--- config.mk ---
export PLATFORM = sky130hd
export DESIGN_NAME = painterengine_gpu_dma_writer_mc
export DESIGN_NICKNAME = d
export VERILOG_FILES = /design/src/rtl/painterengine_gpu_dma_writer_mc.sv
export SDC_FILE = /design/constraint.sdc
export NUM_CORES = 1
export LEC_CHECK = 0
export ABC_AREA = 1
export CAP_MARGIN = 5
export CORE_ASPECT_RATIO = 2
export CORE_MARGIN = 1.5
export CORE_UTILIZATION = 40
export DETAILED_ROUTE_END_ITERATION = 6
export PLACE_DENSITY = 0.81
export REMOVE_ABC_BUFFERS = 1
export SLEW_MARGIN = 20
export SYNTH_ARGS = -nofsm -noshare
export SYNTH_HDL_FRONTEND = slang
export SYNTH_SLANG_ARGS = --single-unit
--- constraint.sdc ---
create_clock -name i_wire_clock -period 12.15 [get_ports i_wire_clock]
set_clock_uncertainty 0.2 [all_clocks]
set_input_delay 3.0375 -clock i_wire_clock [delete_from_list [all_inputs] [get_ports i_wire_clock]]
set_output_delay 3.0375 -clock i_wire_clock [all_outputs]
set_load 0.02 [all_outputs]
--- src/rtl/painterengine_gpu_dma_writer_mc.sv ---
// Multi-channel AXI4 write DMA: streams a selected channel's beats to memory in 4 KB-safe bursts.
// One burst in flight at a time; each AXI handshake has an idle-cycle watchdog.
module painterengine_gpu_dma_writer_mc #(
    parameter int PARAM_CHANNELS   = 4,
    parameter int PARAM_DATA_WIDTH = 32,
    parameter int PARAM_MAX_BURST  = 256,
    parameter int PARAM_TIMEOUT    = 256
) (
    input  logic                                       i_wire_clock,
    input  logic                                       i_wire_reset,
    input  logic                                       i_wire_start,
    input  logic [PARAM_CHANNELS-1:0]                  i_wire_router,
    input  logic [32*PARAM_CHANNELS-1:0]               i_wire_address,
    input  logic [32*PARAM_CHANNELS-1:0]               i_wire_length,
    input  logic [PARAM_DATA_WIDTH*PARAM_CHANNELS-1:0] i_wire_data,
    input  logic [PARAM_CHANNELS-1:0]                  i_wire_data_valid,
    output logic [PARAM_CHANNELS-1:0]                  o_wire_data_next,
    output logic                                       o_wire_busy,
    output logic                                       o_wire_done,
    output logic                                       o_wire_error,
    output logic [2:0]                                 o_wire_error_type,
    output logic                                       o_wire_M_AXI_AWID,
    output logic [31:0]                                o_wire_M_AXI_AWADDR,
    output logic [7:0]                                 o_wire_M_AXI_AWLEN,
    output logic [2:0]                                 o_wire_M_AXI_AWSIZE,
    output logic [1:0]                                 o_wire_M_AXI_AWBURST,
    output logic                                       o_wire_M_AXI_AWLOCK,
    output logic [3:0]                                 o_wire_M_AXI_AWCACHE,
    output logic [2:0]                                 o_wire_M_AXI_AWPROT,
    output logic [3:0]                                 o_wire_M_AXI_AWQOS,
    output logic                                       o_wire_M_AXI_AWVALID,
    input  logic                                       i_wire_M_AXI_AWREADY,
    output logic [PARAM_DATA_WIDTH-1:0]                o_wire_M_AXI_WDATA,
    output logic [PARAM_DATA_WIDTH/8-1:0]              o_wire_M_AXI_WSTRB,
    output logic                                       o_wire_M_AXI_WLAST,
    output logic                                       o_wire_M_AXI_WVALID,
    input  logic                                       i_wire_M_AXI_WREADY,
    input  logic [1:0]                                 i_wire_M_AXI_BRESP,
    input  logic                                       i_wire_M_AXI_BVALID,
    output logic                                       o_wire_M_AXI_BREADY
);

    localparam int SZ = $clog2(PARAM_DATA_WIDTH / 8);
    localparam int TW = $clog2(PARAM_TIMEOUT + 1);
    localparam int SW = (PARAM_CHANNELS > 1) ? $clog2(PARAM_CHANNELS) : 1;

    typedef enum logic [2:0] {
        S_IDLE, S_CHECK, S_CALC, S_ADDR, S_DATA, S_RESP, S_DONE, S_ERROR
    } state_t;

    state_t                      state_q, state_d;
    logic [PARAM_CHANNELS-1:0]   router_q, router_d;
    logic [SW-1:0]               sel_q, sel_d, start_sel;
    logic [31:0]                 addr_q, addr_d, len_q, len_d, offset_q, offset_d;
    logic [31:0]                 cur_addr_q, cur_addr_d;
    logic [8:0]                  burst_q, burst_d, beat_q, beat_d;
    logic [TW-1:0]               tmo_q, tmo_d;
    logic [2:0]                  err_q, err_d;

    logic [31:0]                 calc_addr, to4k, remain;
    logic [8:0]                  calc_burst;
    logic [PARAM_DATA_WIDTH-1:0] sel_data;
    logic                        sel_valid, hs_aw, hs_w, hs_b, timeout, last_beat;
    logic                        unused_bresp0;

    assign unused_bresp0 = i_wire_M_AXI_BRESP[0];

    always_comb begin
        start_sel = '0;
        for (int i = PARAM_CHANNELS - 1; i >= 0; i--) begin
            if (i_wire_router[i]) start_sel = SW'(i);
        end
    end

    assign sel_data  = i_wire_data[sel_q*PARAM_DATA_WIDTH +: PARAM_DATA_WIDTH];
    assign sel_valid = i_wire_data_valid[sel_q];
    assign hs_aw     = (state_q == S_ADDR) && i_wire_M_AXI_AWREADY;
    assign hs_w      = (state_q == S_DATA) && sel_valid && i_wire_M_AXI_WREADY;
    assign hs_b      = (state_q == S_RESP) && i_wire_M_AXI_BVALID;
    assign timeout   = (tmo_q == TW'(PARAM_TIMEOUT - 1));
    assign last_beat = (beat_q == burst_q - 9'd1);

    // Burst never exceeds the cap, the remaining job, or the next 4 KB page boundary.
    always_comb begin
        calc_addr  = addr_q + (offset_q << SZ);
        to4k       = (32'h1000 - {20'd0, calc_addr[11:0]}) >> SZ;
        remain     = len_q - offset_q;
        calc_burst = 9'(PARAM_MAX_BURST);
        if (remain < 32'(calc_burst)) calc_burst = remain[8:0];
        if (to4k < 32'(calc_burst))   calc_burst = to4k[8:0];
    end

    always_comb begin
        state_d    = state_q;
        router_d   = router_q;
        sel_d      = sel_q;
        addr_d     = addr_q;
        len_d      = len_q;
        offset_d   = offset_q;
        cur_addr_d = cur_addr_q;
        burst_d    = burst_q;
        beat_d     = beat_q;
        err_d      = err_q;
        case (state_q)
            S_IDLE, S_DONE, S_ERROR: begin
                if (i_wire_start) begin
                    state_d  = S_CHECK;
                    router_d = i_wire_router;
                    sel_d    = start_sel;
                    addr_d   = i_wire_address[start_sel*32 +: 32];
                    len_d    = i_wire_length[start_sel*32 +: 32];
                    offset_d = '0;
                    err_d    = 3'd0;
                end
            end
            S_CHECK: begin
                if (!$onehot(router_q)) begin
                    state_d = S_ERROR; err_d = 3'd1;
                end else if (addr_q[SZ-1:0] != '0) begin
                    state_d = S_ERROR; err_d = 3'd2;
                end else if (len_q == 32'd0) begin
                    state_d = S_ERROR; err_d = 3'd3;
                end else begin
                    state_d = S_CALC;
                end
            end
            S_CALC: begin
                cur_addr_d = calc_addr;
                burst_d    = calc_burst;
                beat_d     = '0;
                state_d    = S_ADDR;
            end
            S_ADDR: begin
                if (hs_aw)        state_d = S_DATA;
                else if (timeout) begin state_d = S_ERROR; err_d = 3'd4; end
            end
            S_DATA: begin
                if (hs_w) begin
                    if (last_beat) begin
                        state_d  = S_RESP;
                        offset_d = offset_q + 32'(burst_q);
                    end else begin
                        beat_d = beat_q + 9'd1;
                    end
                end else if (timeout) begin
                    state_d = S_ERROR; err_d = 3'd5;
                end
            end
            S_RESP: begin
                if (hs_b) begin
                    if (i_wire_M_AXI_BRESP[1])  begin state_d = S_ERROR; err_d = 3'd6; end
                    else if (offset_q == len_q) state_d = S_DONE;
                    else                        state_d = S_CALC;
                end else if (timeout) begin
                    state_d = S_ERROR; err_d = 3'd7;
                end
            end
            default: state_d = S_IDLE;
        endcase
        // Watchdog only runs while waiting on the AXI side.
        if (state_d != state_q || hs_aw || hs_w || hs_b)
            tmo_d = '0;
        else if (state_q == S_ADDR || state_q == S_DATA || state_q == S_RESP)
            tmo_d = tmo_q + TW'(1);
        else
            tmo_d = '0;
    end

    always_comb begin
        o_wire_busy          = (state_q == S_CHECK) || (state_q == S_CALC) || (state_q == S_ADDR) ||
                               (state_q == S_DATA)  || (state_q == S_RESP);
        o_wire_done          = (state_q == S_DONE);
        o_wire_error         = (state_q == S_ERROR);
        o_wire_error_type    = err_q;
        o_wire_M_AXI_AWVALID = (state_q == S_ADDR);
        o_wire_M_AXI_AWADDR  = (state_q == S_ADDR) ? cur_addr_q : 32'd0;
        o_wire_M_AXI_AWLEN   = (state_q == S_ADDR) ? 8'(burst_q - 9'd1) : 8'd0;
        o_wire_M_AXI_WVALID  = (state_q == S_DATA) && sel_valid;
        o_wire_M_AXI_WDATA   = (state_q == S_DATA) ? sel_data : '0;
        o_wire_M_AXI_WLAST   = (state_q == S_DATA) && last_beat;
        o_wire_M_AXI_BREADY  = (state_q == S_RESP);
        o_wire_data_next     = '0;
        o_wire_data_next[sel_q] = hs_w;
    end

    assign o_wire_M_AXI_AWID    = 1'b0;
    assign o_wire_M_AXI_AWSIZE  = 3'(SZ);
    assign o_wire_M_AXI_AWBURST = 2'b01;
    assign o_wire_M_AXI_AWLOCK  = 1'b0;
    assign o_wire_M_AXI_AWCACHE = 4'b0010;
    assign o_wire_M_AXI_AWPROT  = 3'b000;
    assign o_wire_M_AXI_AWQOS   = 4'b0000;
    assign o_wire_M_AXI_WSTRB   = '1;

    always_ff @(posedge i_wire_clock or posedge i_wire_reset) begin
        if (i_wire_reset) begin
            state_q    <= S_IDLE;
            router_q   <= '0;
            sel_q      <= '0;
            addr_q     <= '0;
            len_q      <= '0;
            offset_q   <= '0;
            cur_addr_q <= '0;
            burst_q    <= '0;
            beat_q     <= '0;
            tmo_q      <= '0;
            err_q      <= '0;
        end else begin
            state_q    <= state_d;
            router_q   <= router_d;
            sel_q      <= sel_d;
            addr_q     <= addr_d;
            len_q      <= len_d;
            offset_q   <= offset_d;
            cur_addr_q <= cur_addr_d;
            burst_q    <= burst_d;
            beat_q     <= beat_d;
            tmo_q      <= tmo_d;
            err_q      <= err_d;
        end
    end

endmodule

==> reports/qor.tcl <==
set qor(timing.final.hold_violations) 0
set qor(first_global_vias) 18170
set qor(port_buffers) 484
set qor(globalplace.congestion) 0.9630
set qor(postCtsHoldBufs) 0
set qor(timing.reg2reg.setup_slack_ps) 6760
set qor(cpPeakStageDelay_ps) 640
set qor(whs_endpoint) {tmo_q[0]$_DFF_PP0_}
set qor(pin_count_of_the_biggest_net_entering_global_routing) 130
set qor(critPathBufInv) 3
set qor(yosys-top-cells-area) {dfrtp_1, nor2_1, nand2_1}
set qor(drcViolationCount) 0
set qor(synth_cells) 2470
set qor(detail_route.iter0.violations) 1133
set qor(worst_slew_margin_rel_pct) 41.17
set qor(post-synth-top-count-cell) {nor2_1}
set qor(final.fill_count) 3798
set qor(overflow_left_after_global_routing) 0
set qor(die_area_mm2) 0.04020
set qor(startpoint_type) {input pin}
set qor(die_h_um) 282.1
set qor(worst-endpoint-arrival_ps) 5030
set qor(routedWlPerCell_um) 19.03
set qor(worst_skew_pair.late_latency_ps) 460
set qor(family_with_the_most_delay_on_the_worst_path) {buffers and inverters}
set qor(post_drt_via_cell_ratio) 5.393
set qor(worst_r2r_path_depth) 23
set qor(crit_path_top_delay_cell) {clkdlybuf4s50_1}
set qor(route.vias.total) 18470
set qor(synthesis.area_mm2) 0.01557
set qor(hold_class) {register to register}
set qor(power.density_cell_area_mw_per_mm2) 207.7
set qor(holdPathStages) 1
set qor(wire_length_of_the_first_global_routing_pass_um) 97340
set qor(setup-tns-final_ps) 0
set qor(setup.worst_path.class) {input pin to output port}
set qor(fmaxAchievable_mhz) 121.0
set qor(netlist_top_cells_count) {nor2_1, nand2_1, inv_1, o21ai_0, nand3_1}
set qor(leakage_power_summed_over_all_cells_nw) 9.448
set qor(timing_worst_slew_pin_value_ps) 881.1
set qor(grt_antenna_before_repair) 10
set qor(layout-drive-gt1-share_pct) 3.894
set qor(hpwl_um) 53140
set qor(cts.repair.resized) 0
set qor(yosys_warnings) 0
set qor(fp-row-count) 102
set qor(cts_buffer_depth) 2
set qor(cts_buffers) 17
set qor(ys_seq_elements) 167
set qor(drv_slew) 0
set qor(synth_edf_count) 0
set qor(setup_repair_after_global_routing_missed_its_margin) {false}
set qor(critical_path.cell_chain) {clkdlybuf4s50_1, a22oi_1, nand3_1, nand2_1, inv_2, nand2_1, nor3_1, clkdlybuf4s50_1}
set qor(areaGrowthSynthToFinish_pct) 37.18
set qor(startpoint_of_the_tightest_hold_check_path) {tmo_q[0]$_DFF_PP0_}
set qor(placement.setup.worst_slack_ps) 3954
set qor(die-width_um) 142.5
set qor(post-route-worst-setup-slack_ps) 3883
set qor(timing.final.crit_share_pct) 68.04
set qor(clk_pin_slew_ps) 70
set qor(ys_dominant_reg_cell) {dfrtp_1}
set qor(cts_root_buffer) {clkbuf_16}
set qor(final_period_minus_worst_setup_slack_ps) 8267
set qor(register_area_mm2) 0.004180
set qor(worstPathRequired_ps) 8910
set qor(layout.nets) 3376
set qor(status) {complete, no violations}
set qor(setup-violations-final) 0
set qor(detail_route.wirelength_um) 65170
set qor(detail_route.first_pass.iterations) 6
set qor(io-pin-count) 508
set qor(worst_setup_path_end_kind) {output port}
set qor(tritoncts) {built}
set qor(fp.coreArea_mm2) 0.03854
set qor(cts.repair_timing.setup_buffer_count) 0
set qor(synth_top_cell_by_area) {dfrtp_1}
set qor(r2r_start) {offset_q[12]$_DFFE_PP0P_}
set qor(async_flop_share_pct) 100.0
set qor(power.ir.vdd_worst_mv) 0.1065
set qor(yosysUniqueCellTypes) 61
set qor(start_util_pct) 40.41
set qor(worst_r2r_endpoint) {burst_q[7]$_DFFE_PP0P_}
set qor(antenna_left) 0
set qor(synth_largest_type_area_fraction_pct) 26.83
set qor(worstPathMaxFanout) 10
set qor(area_of_the_multi_input_gates_mm2) 0.009894
set qor(synth_seq_area_share_pct) 26.83
set qor(cts-htree-levels) 4
set qor(globalRouteTotalUtil_pct) 31.82
set qor(clock_sinks) 167
set qor(cap_violations) 0
set qor(postSynthAreaPerCell_um2) 6.306
## worst max-delay path by stage
stage / start / to / slack [ps] / cells after the start
2_1_floorplan: i_wire_start / offset_q[26]$_DFFE_PP0P_ / 2750 / 4
3_3_place_gp: i_wire_data[95] / o_wire_M_AXI_WDATA[31] / 3950 / 4
3_5_place_dp: i_wire_data_valid[2] / o_wire_data_next[1] / 3950 / 8
4_1_cts: i_wire_data_valid[2] / o_wire_data_next[1] / 3930 / 8
5_1_grt: i_wire_data_valid[2] / o_wire_data_next[1] / 3800 / 8
6_report: i_wire_data_valid[0] / o_wire_data_next[1] / 3880 / 8
## report_power, final
group	leakage [nW]	switching, mW	internal (mW)	total [mW]
clock network	0.289	0.256	0.299	0.555
registers	2.05	0.198	0.761	0.959
logic	7.10	1.88	1.04	2.92
## routing by layer
| layer | up-vias | share of wire [%] | global-route usage [%] |
|---|---|---|---|
| li1 | 8969 | - | - |
| met1 | 8511 | 35 | 32.52 |
| met2 | 765 | 51 | 58.20 |
| met3 | 206 | 7.3 | 7.804 |
| met4 | 16 | 6.1 | 18.24 |
| met5 | - | 0.14 | 0 |
## state kept, by name, indices dropped and copies added, names as in the netlist
name,count
len_q,32
o_wire_error_type,3
addr_q,32
beat_q,9
sel_q,2
burst_q,9
offset_q,32
state_q,3
router_q,4
tmo_q,9
cur_addr_q,32
## layout by cell type (no fill, tap or decap), types with 9 or more instances in the layout
| cell | count |
|---|---|
| a21oi_1 | 87 |
| a22oi_1 | 33 |
| a31oi_1 | 103 |
| buf_4 | 17 |
| clkbuf_16 | 17 |
| clkdlybuf4s50_1 | 484 |
| conb_1 | 22 |
| dfrtp_1 | 166 |
| ha_1 | 83 |
| inv_1 | 267 |
| inv_2 | 9 |
| nand2_1 | 457 |
| nand3_1 | 176 |
| nand3b_1 | 9 |
| nand4_1 | 32 |
| nor2_1 | 496 |
| nor2_2 | 10 |
| nor3_1 | 37 |
| nor4_1 | 11 |
| o21ai_0 | 214 |
| or2_2 | 13 |
| xnor2_1 | 18 |
| xor2_1 | 35 |
## cell families after synthesis
kind of cell | Yosys count | share of synthesized area, %
other | 2 | 0.04822
AND/OR/NAND/NOR | 1273 | 34.58
buffers and inverters | 404 | 10.36
AO/OA/AOI/OAI | 483 | 17.92
flip-flops | 167 | 26.83
adder cells (fa/ha/maj) | 87 | 7.182
XOR/XNOR | 54 | 3.085
## cell type report
cell class | instances | share of cell area, %
multi-input cells | 1919 | 46.31
repair buffers | 501 | 23.27
flip-flops and latches | 167 | 19.57
inverters | 283 | 5.007
well taps | 520 | 3.045
clock buffers | 19 | 2.120
clock inverters | 13 | 0.6559
diodes | 2 | 0.02342
## per-stage QoR
step	power (mW)	util, %	hold slack [ps]	instance area, µm²	instances
after floorplan	2.837	-	232.9	15100	2369
after global placement	3.785	53.86	243.4	20760	3390
after detailed placement	3.849	53.86	274.3	20760	3390
after CTS	4.419	55.40	283.3	21350	3422
after global routing	4.797	55.43	306.3	21360	3423
final	4.437	55.43	284.3	21370	3424
Note: power is estimated with default switching activity, not from simulation.
